<file path="src/rtl/pin_capture.sv">
// pin_capture: edge-capture front end for the icestick logic analyzer.
// Synchronizes the probe pins, stamps every change with a free-running cycle
// count and queues {pins, time, lost} records in a first-word fall-through
// FIFO that drains through a valid/ready port.
// Build macro: PINCAP_WRAP_EVT_EN adds a record (evt_wrap=1) at every
// timestamp wrap so the consumer can extend time past 2^TSW cycles.
module pin_capture #(
    parameter int unsigned NPINS = 7,
    parameter int unsigned TSW   = 16,
    parameter int unsigned DEPTH = 16
) (
    input  logic             clk,
    input  logic             reset_n,
    input  logic [NPINS-1:0] pin,
    output logic             evt_valid,
    input  logic             evt_ready,
    output logic [NPINS-1:0] evt_pins,
    output logic [TSW-1:0]   evt_time,
    output logic             evt_lost,
    output logic             evt_wrap,
    output logic             overflow
);

    localparam int unsigned AW = $clog2(DEPTH);

    typedef struct packed {
        logic [NPINS-1:0] pins;
        logic [TSW-1:0]   stamp;
        logic             lost;
`ifdef PINCAP_WRAP_EVT_EN
        logic             wrap;
`endif
    } rec_t;

    // Startup: one warm-up edge, one edge that forces the initial record, then run
    typedef enum logic [1:0] {StWarm, StInit, StRun} start_e;

    logic [NPINS-1:0] s1_q;
    logic [NPINS-1:0] s2_q;
    logic [NPINS-1:0] last_q;
    logic [TSW-1:0]   ts_q;

    start_e state_q;
    start_e state_d;
    logic   force_init;
    logic   running;

    logic chg;
    logic wr_req;
    logic do_wr;
    logic do_rd;
    logic drop;
    rec_t wr_rec;
`ifdef PINCAP_WRAP_EVT_EN
    logic wrap_hit;
`endif

    logic [AW:0] wptr_q;
    logic [AW:0] rptr_q;
    logic        empty;
    logic        full;
    rec_t        mem_q [DEPTH];
    rec_t        head;

    logic lost_pend_q;
    logic overflow_q;

    // Two-flop synchronizer; kept out of reset so it settles while reset is held
    always_ff @(posedge clk) begin
        s1_q <= pin;
        s2_q <= s1_q;
    end

    // Free-running timestamp, wraps silently from all-ones to zero
    always_ff @(posedge clk) begin
        if (!reset_n) begin
            ts_q <= '0;
        end else begin
            ts_q <= ts_q + TSW'(1);
        end
    end

    // Startup sequencer state register
    always_ff @(posedge clk) begin
        if (!reset_n) begin
            state_q <= StWarm;
        end else begin
            state_q <= state_d;
        end
    end

    // Startup sequencer next state
    always_comb begin
        state_d = state_q;
        case (state_q)
            StWarm:  state_d = StInit;
            StInit:  state_d = StRun;
            StRun:   state_d = StRun;
            default: state_d = StWarm;
        endcase
    end

    // Startup sequencer outputs
    always_comb begin
        force_init = 1'b0;
        running    = 1'b0;
        case (state_q)
            StInit:  force_init = 1'b1;
            StRun:   running    = 1'b1;
            default: ;
        endcase
    end

    // Record request: forced initial record, pin change, or (optionally) wrap
    always_comb begin
        wr_rec       = '0;
        chg          = running && (s2_q != last_q);
        wr_req       = force_init || chg;
        wr_rec.pins  = s2_q;
        wr_rec.stamp = ts_q;
        wr_rec.lost  = lost_pend_q;
`ifdef PINCAP_WRAP_EVT_EN
        // ts_q reads zero only after a real wrap once the sequencer is running
        wrap_hit     = running && (ts_q == '0);
        wr_req       = force_init || chg || wrap_hit;
        wr_rec.wrap  = wrap_hit;
`endif
    end

    // FIFO status and transfer decisions; a read frees the slot a full write needs
    always_comb begin
        empty = (wptr_q == rptr_q);
        full  = (wptr_q[AW] != rptr_q[AW]) && (wptr_q[AW-1:0] == rptr_q[AW-1:0]);
        do_rd = !empty && evt_ready;
        do_wr = wr_req && (!full || do_rd);
        drop  = wr_req && full && !do_rd;
    end

    // FIFO pointers; reset discards every queued record
    always_ff @(posedge clk) begin
        if (!reset_n) begin
            wptr_q <= '0;
            rptr_q <= '0;
        end else begin
            if (do_wr) begin
                wptr_q <= wptr_q + (AW+1)'(1);
            end
            if (do_rd) begin
                rptr_q <= rptr_q + (AW+1)'(1);
            end
        end
    end

    // FIFO storage; contents need no reset because outputs are gated by empty
    always_ff @(posedge clk) begin
        if (do_wr) begin
            mem_q[wptr_q[AW-1:0]] <= wr_rec;
        end
    end

    // Last recorded pin state and the drop bookkeeping
    always_ff @(posedge clk) begin
        if (!reset_n) begin
            last_q      <= '0;
            lost_pend_q <= 1'b0;
            overflow_q  <= 1'b0;
        end else begin
            // last follows every change even when its record is dropped
            if (force_init || chg) begin
                last_q <= s2_q;
            end
            if (drop) begin
                lost_pend_q <= 1'b1;
                overflow_q  <= 1'b1;
            end else if (do_wr) begin
                lost_pend_q <= 1'b0;
            end
        end
    end

    // Head entry drives the port directly; fields read zero while empty
    always_comb begin
        head      = mem_q[rptr_q[AW-1:0]];
        evt_valid = !empty;
        evt_pins  = '0;
        evt_time  = '0;
        evt_lost  = 1'b0;
        evt_wrap  = 1'b0;
        overflow  = overflow_q;
        if (!empty) begin
            evt_pins = head.pins;
            evt_time = head.stamp;
            evt_lost = head.lost;
`ifdef PINCAP_WRAP_EVT_EN
            evt_wrap = head.wrap;
`endif
        end
    end

endmodule

</file>
<file path="config.mk">
export PLATFORM = sky130hd
export DESIGN_NAME = pin_capture
export DESIGN_NICKNAME = d
export VERILOG_FILES = /design/src/rtl/pin_capture.sv
export SDC_FILE = /design/constraint.sdc
export NUM_CORES = 1
export LEC_CHECK = 0
export ABC_AREA = 1
export CAP_MARGIN = 15
export CORE_UTILIZATION = 28
export CTS_BUF_LIST = sky130_fd_sc_hd__clkbuf_2
export DETAILED_ROUTE_END_ITERATION = 8
export PLACE_DENSITY_LB_ADDON = 0.05
export SETUP_SLACK_MARGIN = 0.3
export SYNTH_ARGS = -nofsm -noshare
export SYNTH_HDL_FRONTEND = slang
export SYNTH_SLANG_ARGS = --single-unit
</file>
<file path="constraint.sdc">
create_clock -name clk -period 4 [get_ports clk]
set_clock_uncertainty 0.05 [all_clocks]
set_input_delay 0.8 -clock clk [delete_from_list [all_inputs] [get_ports clk]]
set_output_delay 0.8 -clock clk [all_outputs]
set_load 0.1 [all_outputs]
</file>
# --- Word level (Yosys, flattened, before mapping) ---
# Memories as Yosys holds them, arrays and structs flattened. A register that Yosys moved wholly into a read port is not among the register bits.
# Index checks and enable logic that the tools add are counted.
word_totals:
  register_bits: 51
  mem_bits_rw: 384
  in_bits: 10
  out_inout_bits: 27
  elab_cells: 45
  memories: 1
classes:
  add_sub_neg: 3
  n_eq_ne: 6
  mux: 12
  reduce_logical: 14
memory_table:
  columns: ["memory", "words", "word_bits", "read_ports", "rd_ports_with_merged_regs", "write_ports", "line", "source"]
  rows:
  - ["mem_q", 16, 24, 1, 1, 1, "62", "rec_t mem_q [DEPTH];"]
ops:
  columns: ["operator", "count"]
  rows:
  - ["$add A16 B1 Y16 const B", 1]
  - ["$mux W16", 1]
  - ["$add A5 B1 Y5 const B", 2]
  - ["$mux W4", 2]
  - ["$mux W1", 7]
  - ["$mux W7", 1]
  - ["$ne A7 B7 Y1", 1]
  - ["$logic_and A1 B1 Y1", 6]
  - ["$eq A5 B5 Y1", 1]
  - ["$eq A4 B4 Y1", 1]
  - ["$pmux W2 S2", 1]
  - ["$logic_not A1 Y1", 3]
  - ["$eq A2 B1 Y1 const B", 1]
  - ["$eq A2 B2 Y1 const B", 1]
  - ["$logic_not A2 Y1", 1]
  - ["$logic_or A1 B1 Y1", 2]
  - ["$reduce_bool A2 Y1", 1]
  - ["$reduce_or A2 Y1", 1]
  - ["$ne A1 B1 Y1", 1]

# --- Longest topological paths before layout ---
# Gate-level depths: netlist (run 1).
logic_depth:
  depth_word: 7
  depth_mapped: 11
  mapped_depth_nobuf: 11

# --- Least setup slack after synthesis (run 1) ---
# OpenSTA, ideal clock, no wires.
synth_path:
  path_type: "flip-flop to output port"
  start: "reg (tool-made name)"
  end: "out evt_pins[2]"
  arrival_ps: 2623
  required_time_ps: 3150
  slack_ps: 527
  stages_incl_launch_ff: 10
  n_path_buf: 4
  cell_sequence: "dfxtp_1 -> buf_4 -> buf_4 -> buf_6 -> buf_4 -> nand2_1 -> o211ai_1 -> o211ai_1 -> nand3_1 -> a21oi_1"
synth_rtl:
  columns: ["item", "line", "source"]
  rows:
  - ["end, declared", "17", "output logic [NPINS-1:0] evt_pins,"]

==> impl_metrics.py, run 1 <==
metrics = {
    "power": {
        "power-per-cell-area_nw_per_um2": 700,
        "internal_power_mw": 9.44,
        "switching_component_of_the_power_mw": 6.43,
        "seqPwrFrac_pct": 33.1,
        "share_of_total_power_consumed_by_net_switching_pct": 40.5,
        "leakage_power_nw": 8.43,
        "vdd.ir_drop.worst_mv": 0.778,
        "comb_power_share_pct": 44.6,
        "pwr-share-clk_pct": 22.3,
    },
    "floorplan": {
        "die_w_um": 254,
        "boundaryPins": 37,
        "fp.coreArea_um2": 63100,
        "row_count": 92,
        "dieArea_um2": 64800,
        "initial_utilization_pct": 28.3,
        "die_h_um": 254,
    },
    "grt": {
        "global_route.usage.total_pct": 17.8,
        "globalRoute.totalOverflow": 0,
        "grt_pass1_vias": 12147,
        "largest_net_degree_at_the_start_of_global_routing": 49,
        "initial_antenna_violation_count": 2,
        "grt_first_pass_wirelength_um": 81300,
    },
    "yosys": {
        "synth_sequential_area_ratio_pct": 70.8,
        "mappedNetlistNets": 1484,
        "yosys.cell_types.count": 36,
        "yosys_warnings": 0,
        "netlist_area_before_placement_um2": 17800,
        "netlist_instances": 1465,
        "syn_area_per_cell_um2": 12.2,
        "ys_ff_latch": 439,
    },
    "critical_path": {
        "worst_ep_required_time_ns": 3.15,
        "worst_setup_sp_type": "flop",
        "reg2reg_setup_slack_ns": 1.06,
        "worstRegToRegCells": 12,
        "cp.arrival_ns": 3.00,
        "crit_path_max_fanout": 11,
        "worstSetupPathType": "reg2out",
        "worstReg2RegStart": "s2_q[5]$_DFF_P_",
        "timing.critical_path.to_type": "output port",
        "critPathCapture": "evt_time[8]",
        "r2r-end": "mem_q[5][12]$_DFFE_PP_",
    },
    "timing": {
        "min_period_over_period_pct": 96.2,
        "period_needed_ns": 3.85,
        "grt_setup_unrepaired": "yes",
        "final_hold_viol_count": 0,
        "fmaxAchievable_ghz": 0.260,
        "worst_hold_slack_ns": 0.272,
        "finalSetupViolations": 0,
        "worst_slew_margin_rel_pct": 36.4,
        "worst_slew_pin_slew_ns": 0.958,
        "slew_violations": 0,
    },
    "run": {
        "cap_violations": 0,
    },
    "drt": {
        "detailed_router_iteration_count_before_antenna_repair": 5,
        "detail_route.iter0.violations": 670,
        "routed-via-count": 11890,
        "dr_wl_cell_um": 21.6,
        "drt_drc_violations_left": 0,
        "drt-total-wl_um": 56600,
        "vias_per_cell": 4.53,
        "detail-route-antenna-nets": 0,
    },
    "placed_design": {
        "portBuffers": 35,
        "detailedPlacementHpwl_um": 30100,
        "dp.cells": 2327,
        "gp_congestion": 0.715,
    },
    "cells_and_area": {
        "final_cells": 2625,
        "layout_commonest_cell": "sky130_fd_sc_hd__edfxtp_1",
        "num-fill-cells": 6404,
        "finish.utilization_pct": 36.0,
        "mostFrequentLayoutCells": "384 x sky130_fd_sc_hd__edfxtp_1, 209 x sky130_fd_sc_hd__inv_1, 199 x sky130_fd_sc_hd__clkbuf_2",
        "finalNetCount": 1701,
        "share_of_post_route_cells_with_drive_strength_above_1_pct": 27.0,
        "area_growth_pct": 27.1,
    },
    "clock_network": {
        "tritoncts_buffers": 131,
        "cts_htree_levels": 4,
        "clock_root_buffer_master": "sky130_fd_sc_hd__clkbuf_2",
        "clk_latency_ns": 1.21,
        "cts_tree": "done",
        "cts.path.max_buffers": 3,
        "clk_pin_slew_worst_paths_ns": 0.08,
        "tritoncts_num_sinks": 439,
    },
    "worst_hold_path": {
        "min_path_type": "reg2reg",
    },
    "status": {
        "outcome": "finished, final reports clean",
    },
}
## cells by family (layout without fill, tap and decap cells)
logic type / count (synthesis) / after routing / synth area share [%]
DFF: 439 / 439 / 70.8
and+or+nand+nor: 356 / 356 / 8.80
AOI/OAI and AO/OA: 327 / 327 / 10.9
buffers and inverters: 297 / 608 / 6.86
muxes: 24 / 24 / 1.35
xor gates and xnor gates: 12 / 12 / 0.631
adders and majority gates: 9 / 9 / 0.631
other: 1 / 4 / 0.0210
## cell usage after synthesis
cell                       number  area, µm²
sky130_fd_sc_hd__xor2_1         8       70.1
sky130_fd_sc_hd__nor2_2         2       12.5
sky130_fd_sc_hd__ha_1           9        113
sky130_fd_sc_hd__nand3_2        1       10.0
sky130_fd_sc_hd__dfxtp_1       55       1100
sky130_fd_sc_hd__nand3_1      135        676
sky130_fd_sc_hd__buf_4         10       75.1
sky130_fd_sc_hd__inv_1        210        788
sky130_fd_sc_hd__mux2i_1       24        240
sky130_fd_sc_hd__a31oi_1        1       6.26
sky130_fd_sc_hd__nand2_2        5       31.3
sky130_fd_sc_hd__clkbuf_1      30        113
sky130_fd_sc_hd__nand2_1      148        556
sky130_fd_sc_hd__a21oi_1      114        571
sky130_fd_sc_hd__buf_2         30        150
sky130_fd_sc_hd__conb_1         1       3.75
sky130_fd_sc_hd__buf_6          4       45.0
sky130_fd_sc_hd__nand3b_1       1       7.51
sky130_fd_sc_hd__a211oi_1       1       7.51
sky130_fd_sc_hd__inv_4          2       12.5
sky130_fd_sc_hd__nor2_4         1       11.3
sky130_fd_sc_hd__nand4_1        1       6.26
sky130_fd_sc_hd__buf_1         10       37.5
sky130_fd_sc_hd__or2_2          1       6.26
sky130_fd_sc_hd__o21a_1         3       22.5
sky130_fd_sc_hd__nand4_2        1       12.5
sky130_fd_sc_hd__o211ai_1     120        901
sky130_fd_sc_hd__inv_2          1       3.75
sky130_fd_sc_hd__nor2_1        56        210
sky130_fd_sc_hd__o21ai_0       87        435
sky130_fd_sc_hd__nand2_4        2       22.5
sky130_fd_sc_hd__o21bai_1       1       7.51
sky130_fd_sc_hd__xnor2_1        3       26.3
sky130_fd_sc_hd__edfxtp_1     384      11500
sky130_fd_sc_hd__nor3_1         2       10.0
sky130_fd_sc_hd__xor2_2         1       16.3
## how the worst min path moves through the flow
| stage | start | to | slack, ns | depth (start not counted) |
|---|---|---|---|---|
| 2_1_floorplan | s1_q[0]$_DFF_P_ | s2_q[0]$_DFF_P_ | 0.26 | 0 |
| 3_3_place_gp | s1_q[4]$_DFF_P_ | s2_q[4]$_DFF_P_ | 0.26 | 0 |
| 3_5_place_dp | s1_q[1]$_DFF_P_ | s2_q[1]$_DFF_P_ | 0.26 | 0 |
| 4_1_cts | reset_n | ts_q[1]$_SDFF_PN0_ | 0.13 | 4 |
| 5_1_grt | reset_n | ts_q[1]$_SDFF_PN0_ | 0.19 | 4 |
| 6_report | s1_q[0]$_DFF_P_ | s2_q[0]$_DFF_P_ | 0.27 | 0 |
## per-stage QoR
step / TNS (ns) / power, mW / area [µm²] / worst slack, ns
6_report: 0 / 15.9 / 22700 / 0.151
5_1_grt: -1.45 / 16.7 / 22700 / -0.121
4_1_cts: -0.995 / 15.7 / 22200 / -0.121
3_5_place_dp: 0 / 10.7 / 19800 / 0.741
3_3_place_gp: 0 / 10.7 / 19800 / 0.757
2_1_floorplan: 0 / 8.68 / 17800 / 0.527
## cell type report
| cell class | count | area [µm²] | area share, % |
|---|---|---|---|
| diodes | 3 | 7.51 | 0.0331 |
| clock buffers | 199 | 996 | 4.39 |
| clock inverters | 28 | 214 | 0.943 |
| inverters | 213 | 815 | 3.59 |
| multi-input cells | 729 | 4580 | 20.2 |
| flip-flops and latches | 439 | 12700 | 55.8 |
| well taps | 846 | 1060 | 4.67 |
| repair buffers | 168 | 2360 | 10.4 |
## layer usage
metal / vias to the layer above / routed length, µm / track usage (%)
met5: - / 0 / 0
met2: 261 / 27000 / 28.4
met3: 66 / 2230 / 4.25
li1: 5700 / - / -
met4: 0 / 952 / 6.66
met1: 5863 / 26400 / 23.4
## repair_timing
action                                 in CTS  in global routing
setup endpoints to repair                  26                 25
setup buffers                              35                  7
hold buffers                                7                  0
endpoints found under the hold margin       7                  0
gates resized for setup                   117                 58
gates cloned                               11                  8
pin swaps                                  34                 52
## power groups by stage
stage	Combinational (mW)	Sequential [mW]	Clock (mW)
floorplan	3.37	5.31	0
global placement	5.21	5.46	0
detailed placement	5.20	5.46	0
CTS	6.76	5.26	3.72
global route	7.47	5.27	3.95
finish	7.07	5.25	3.55
## flip-flops by register name (all words and copies together), names as in the netlist, named ones only
name,flops
last_q,7
lost_pend_q,1
mem_q,384
overflow,1
rptr_q,5
s1_q,7
s2_q,7
state_q,2
ts_q,16
wptr_q,5
## critical path, cell delays in order (launching register included)
cell	delay, ns
sky130_fd_sc_hd__dfxtp_4	0.40
sky130_fd_sc_hd__buf_6	0.14
sky130_fd_sc_hd__buf_12	0.12
sky130_fd_sc_hd__buf_12	0.14
sky130_fd_sc_hd__buf_16	0.16
sky130_fd_sc_hd__a21oi_1	0.15
sky130_fd_sc_hd__o21ai_1	0.11
sky130_fd_sc_hd__nand3_1	0.09
sky130_fd_sc_hd__nand3_2	0.13
sky130_fd_sc_hd__a21oi_4	0.19
sky130_fd_sc_hd__buf_12	0.19
Power figures use the tool's default switching activity.
==> run 2, diff against run 1 <==
--- a/config.mk
+++ b/config.mk
@@ -9,6 +9,7 @@
 export CAP_MARGIN = 15
 export CORE_UTILIZATION = 28
 export CTS_BUF_LIST = sky130_fd_sc_hd__clkbuf_2
+export CTS_CLUSTER_SIZE = 25
 export DETAILED_ROUTE_END_ITERATION = 8
 export PLACE_DENSITY_LB_ADDON = 0.05
 export SETUP_SLACK_MARGIN = 0.3
==> results of run 2 <==
Same layout as run 1: the final DEF is identical, and so are final timing and power.
==> run 3, diff against run 2 <==
--- a/config.mk
+++ b/config.mk
@@ -13,6 +13,7 @@
 export DETAILED_ROUTE_END_ITERATION = 8
 export PLACE_DENSITY_LB_ADDON = 0.05
 export SETUP_SLACK_MARGIN = 0.3
+export SLEW_MARGIN = 20
 export SYNTH_ARGS = -nofsm -noshare
 export SYNTH_HDL_FRONTEND = slang
 export SYNTH_SLANG_ARGS = --single-unit
==> constraint.sdc (replaced) <==
create_clock -name clk -period 4.2 [get_ports clk]
set_clock_uncertainty 0.05 [all_clocks]
set_input_delay 0.84 -clock clk [delete_from_list [all_inputs] [get_ports clk]]
set_output_delay 0.84 -clock clk [all_outputs]
set_load 0.1 [all_outputs]
==> run 3 against run 2 <==
Hold slack better by 0.0098 ns; total power shrank 9.4%; highest routed layer unchanged; first-iteration DRC count shrank 11%; non-clock buffer count fell by 37.
==> impl_metrics.py, run 3 (synthesis results as in run 1) <==
metrics = {
    "status": {
        "outcome": "finished, final reports clean",
    },
    "timing": {
        "fmaxAchievable_ghz": 0.264,
        "grt_setup_unrepaired": "yes",
        "post_route_setup_tns_ns": 0,
        "min_period_over_period_pct": 90.3,
        "finalSetupViolations": 0,
        "final_hold_viol_count": 0,
        "period_needed_ns": 3.79,
        "worst_slew_pin_slew_ns": 0.967,
        "slew_violations": 0,
        "timing.final.ws_setup_ns": 0.408,
        "worst_slew_margin_rel_pct": 35.3,
    },
    "critical_path": {
        "crit_family": "buffers and inverters",
        "worstSetupPathType": "reg2out",
        "worst_setup_sp_type": "flop",
        "critPathMaxStageDelay_ns": 0.40,
        "crit_path_max_fanout": 12,
        "worst_ep_required_time_ns": 3.31,
        "worstPathBufferInverterCount": 4,
        "critical-path-top-cell-by-count": "sky130_fd_sc_hd__buf_12",
        "timing.critical_path.cells": "buf_12 -> buf_12 -> buf_16 -> nand2_1 -> o211ai_1 -> nand3_1 -> nand3_1 -> a21oi_4 -> buf_12",
        "cp_slowest_cell": "sky130_fd_sc_hd__dfxtp_4",
        "cp.arrival_ns": 2.90,
        "timing.critical_path.to_type": "output port",
    },
    "run": {
        "cap_violations": 0,
    },
    "grt": {
        "globalRoute.totalOverflow": 0,
        "grt.met2_usage_pct": 27.6,
        "grt.met3_usage_pct": 3.63,
        "largest_net_degree_at_the_start_of_global_routing": 49,
        "grt.busiest_layer": "met2",
        "grt_pass1_vias": 11935,
        "grt_first_pass_wirelength_um": 80400,
        "initial_antenna_violation_count": 2,
        "global_route.usage.total_pct": 17.3,
        "grt_use_met1_pct": 23.6,
    },
    "power": {
        "power-per-cell-area_nw_per_um2": 649,
        "share_of_total_power_consumed_by_net_switching_pct": 40.9,
        "pwr-share-clk_pct": 22.6,
        "comb_power_share_pct": 42.6,
        "switching_component_of_the_power_mw": 5.88,
        "seqPwrFrac_pct": 34.9,
        "leakage_power_nw": 8.10,
        "internal_power_mw": 8.49,
        "vdd.ir_drop.worst_mv": 0.750,
    },
    "floorplan": {
        "boundaryPins": 37,
        "dieArea_um2": 64800,
        "die_h_um": 254,
        "initial_utilization_pct": 28.3,
        "fp.coreArea_um2": 63100,
        "die_w_um": 254,
        "row_count": 92,
    },
    "clock_network": {
        "clock_root_buffer_master": "sky130_fd_sc_hd__clkbuf_2",
        "tritoncts_buffers": 120,
        "clk_pin_slew_worst_paths_ns": 0.10,
        "tritoncts_num_sinks": 439,
        "cts_tree": "done",
        "cts_htree_levels": 3,
        "clk_latency_ns": 1.15,
        "cts.path.max_buffers": 3,
    },
    "drt": {
        "routed-via-count": 11821,
        "drt-total-wl_um": 54800,
        "vias_per_cell": 4.56,
        "detail-route-antenna-nets": 0,
        "drt_drc_violations_left": 0,
        "detailed_router_iteration_count_before_antenna_repair": 5,
        "dr_wl_cell_um": 21.2,
        "detail_route.iter0.violations": 599,
    },
    "placed_design": {
        "portBuffers": 35,
        "detailedPlacementHpwl_um": 29400,
        "place_worst_setup_slack_ns": 0.798,
        "gp_congestion": 0.731,
    },
    "cells_and_area": {
        "finish.utilization_pct": 35.1,
        "finalNetCount": 1653,
        "share_of_post_route_cells_with_drive_strength_above_1_pct": 23.4,
        "area_growth_pct": 24.0,
        "mostFrequentLayoutCells": "384 x sky130_fd_sc_hd__edfxtp_1, 209 x sky130_fd_sc_hd__inv_1, 185 x sky130_fd_sc_hd__clkbuf_2",
        "layout_commonest_cell": "sky130_fd_sc_hd__edfxtp_1",
        "largest_register_ffs": 384,
    },
    "worst_hold_path": {
        "min_path_type": "reg2reg",
    },
}
## run 3: cell count changes in the layout (fill, tap and decap cells not counted), sizes merged
cell,before,now
clkbuf,206,188
inv,218,214
clkinvlp,1,2
clkdlybuf4s50,9,10
bufbuf,2,4
buf,142,107
dlygate4sd2,1,0
bufinv,4,3
diode,3,7
clkinv,18,35
## run 3: timing repair
item	CTS	global route
endpoints found under the hold margin	7	0
endpoints found under the setup margin	24	24
gates cloned	11	3
gates resized for setup	82	43
hold buffers	7	0
setup buffers	16	4
pin swaps	25	38
## run 3: power by group through the flow
stage	registers [mW]	clock network, mW	logic [mW]
after detailed placement	5.22	0	4.87
after floorplan	5.06	0	3.21
after global placement	5.22	0	4.88
after CTS	5.04	3.40	5.93
final	5.01	3.24	6.12
after global routing	5.03	3.61	6.48
## run 3: path summary, 6_finish.rpt
path	start	endpoint	slack, ns	depth (start not counted)
setup / recovery	flop	evt_lost	0.41	9
hold / removal	s1_q[2]$_DFF_P_	s2_q[2]$_DFF_P_	0.28	0
setup reg to reg	s2_q[3]$_DFF_P_	mem_q[2][21]$_DFFE_PP_	1.24	11
hold reg to reg	s1_q[2]$_DFF_P_	s2_q[2]$_DFF_P_	0.28	0
## run 3: routing by layer
layer,part of all wire [%],routed length [µm]
met1,48,26100
met2,46,25400
met3,3.9,2130
met4,2.1,1170
met5,0,0
## run 3: per-stage QoR
stage / power [mW] / instance area, µm² / hold WS, ns / instances
floorplan: 8.27 / 17800 / 0.260 / 1465
global placement: 10.1 / 19800 / 0.262 / 2317
detailed placement: 10.1 / 19800 / 0.263 / 2317
CTS: 14.4 / 21900 / 0.283 / 2577
global route: 15.1 / 22100 / 0.299 / 2589
finish: 14.4 / 22100 / 0.282 / 2591
## run 3: worst reg2reg max path: cells and delay by family, from the launching register on
kind	cells	cell delay (ns)
flip-flops	1	0.81
AND/OR/NAND/NOR	8	1.39
buffers and inverters	2	0.39
AO/OA/AOI/OAI	1	0.07
## run 3: cell type report
cell class	instances	area (µm²)
flip-flops and latches	439	12600
repair buffers	131	1950
clock inverters	41	248
inverters	213	806
diodes	7	17.5
multi-input cells	729	4490
well taps	846	1060
clock buffers	185	926
fillers	6388	40900
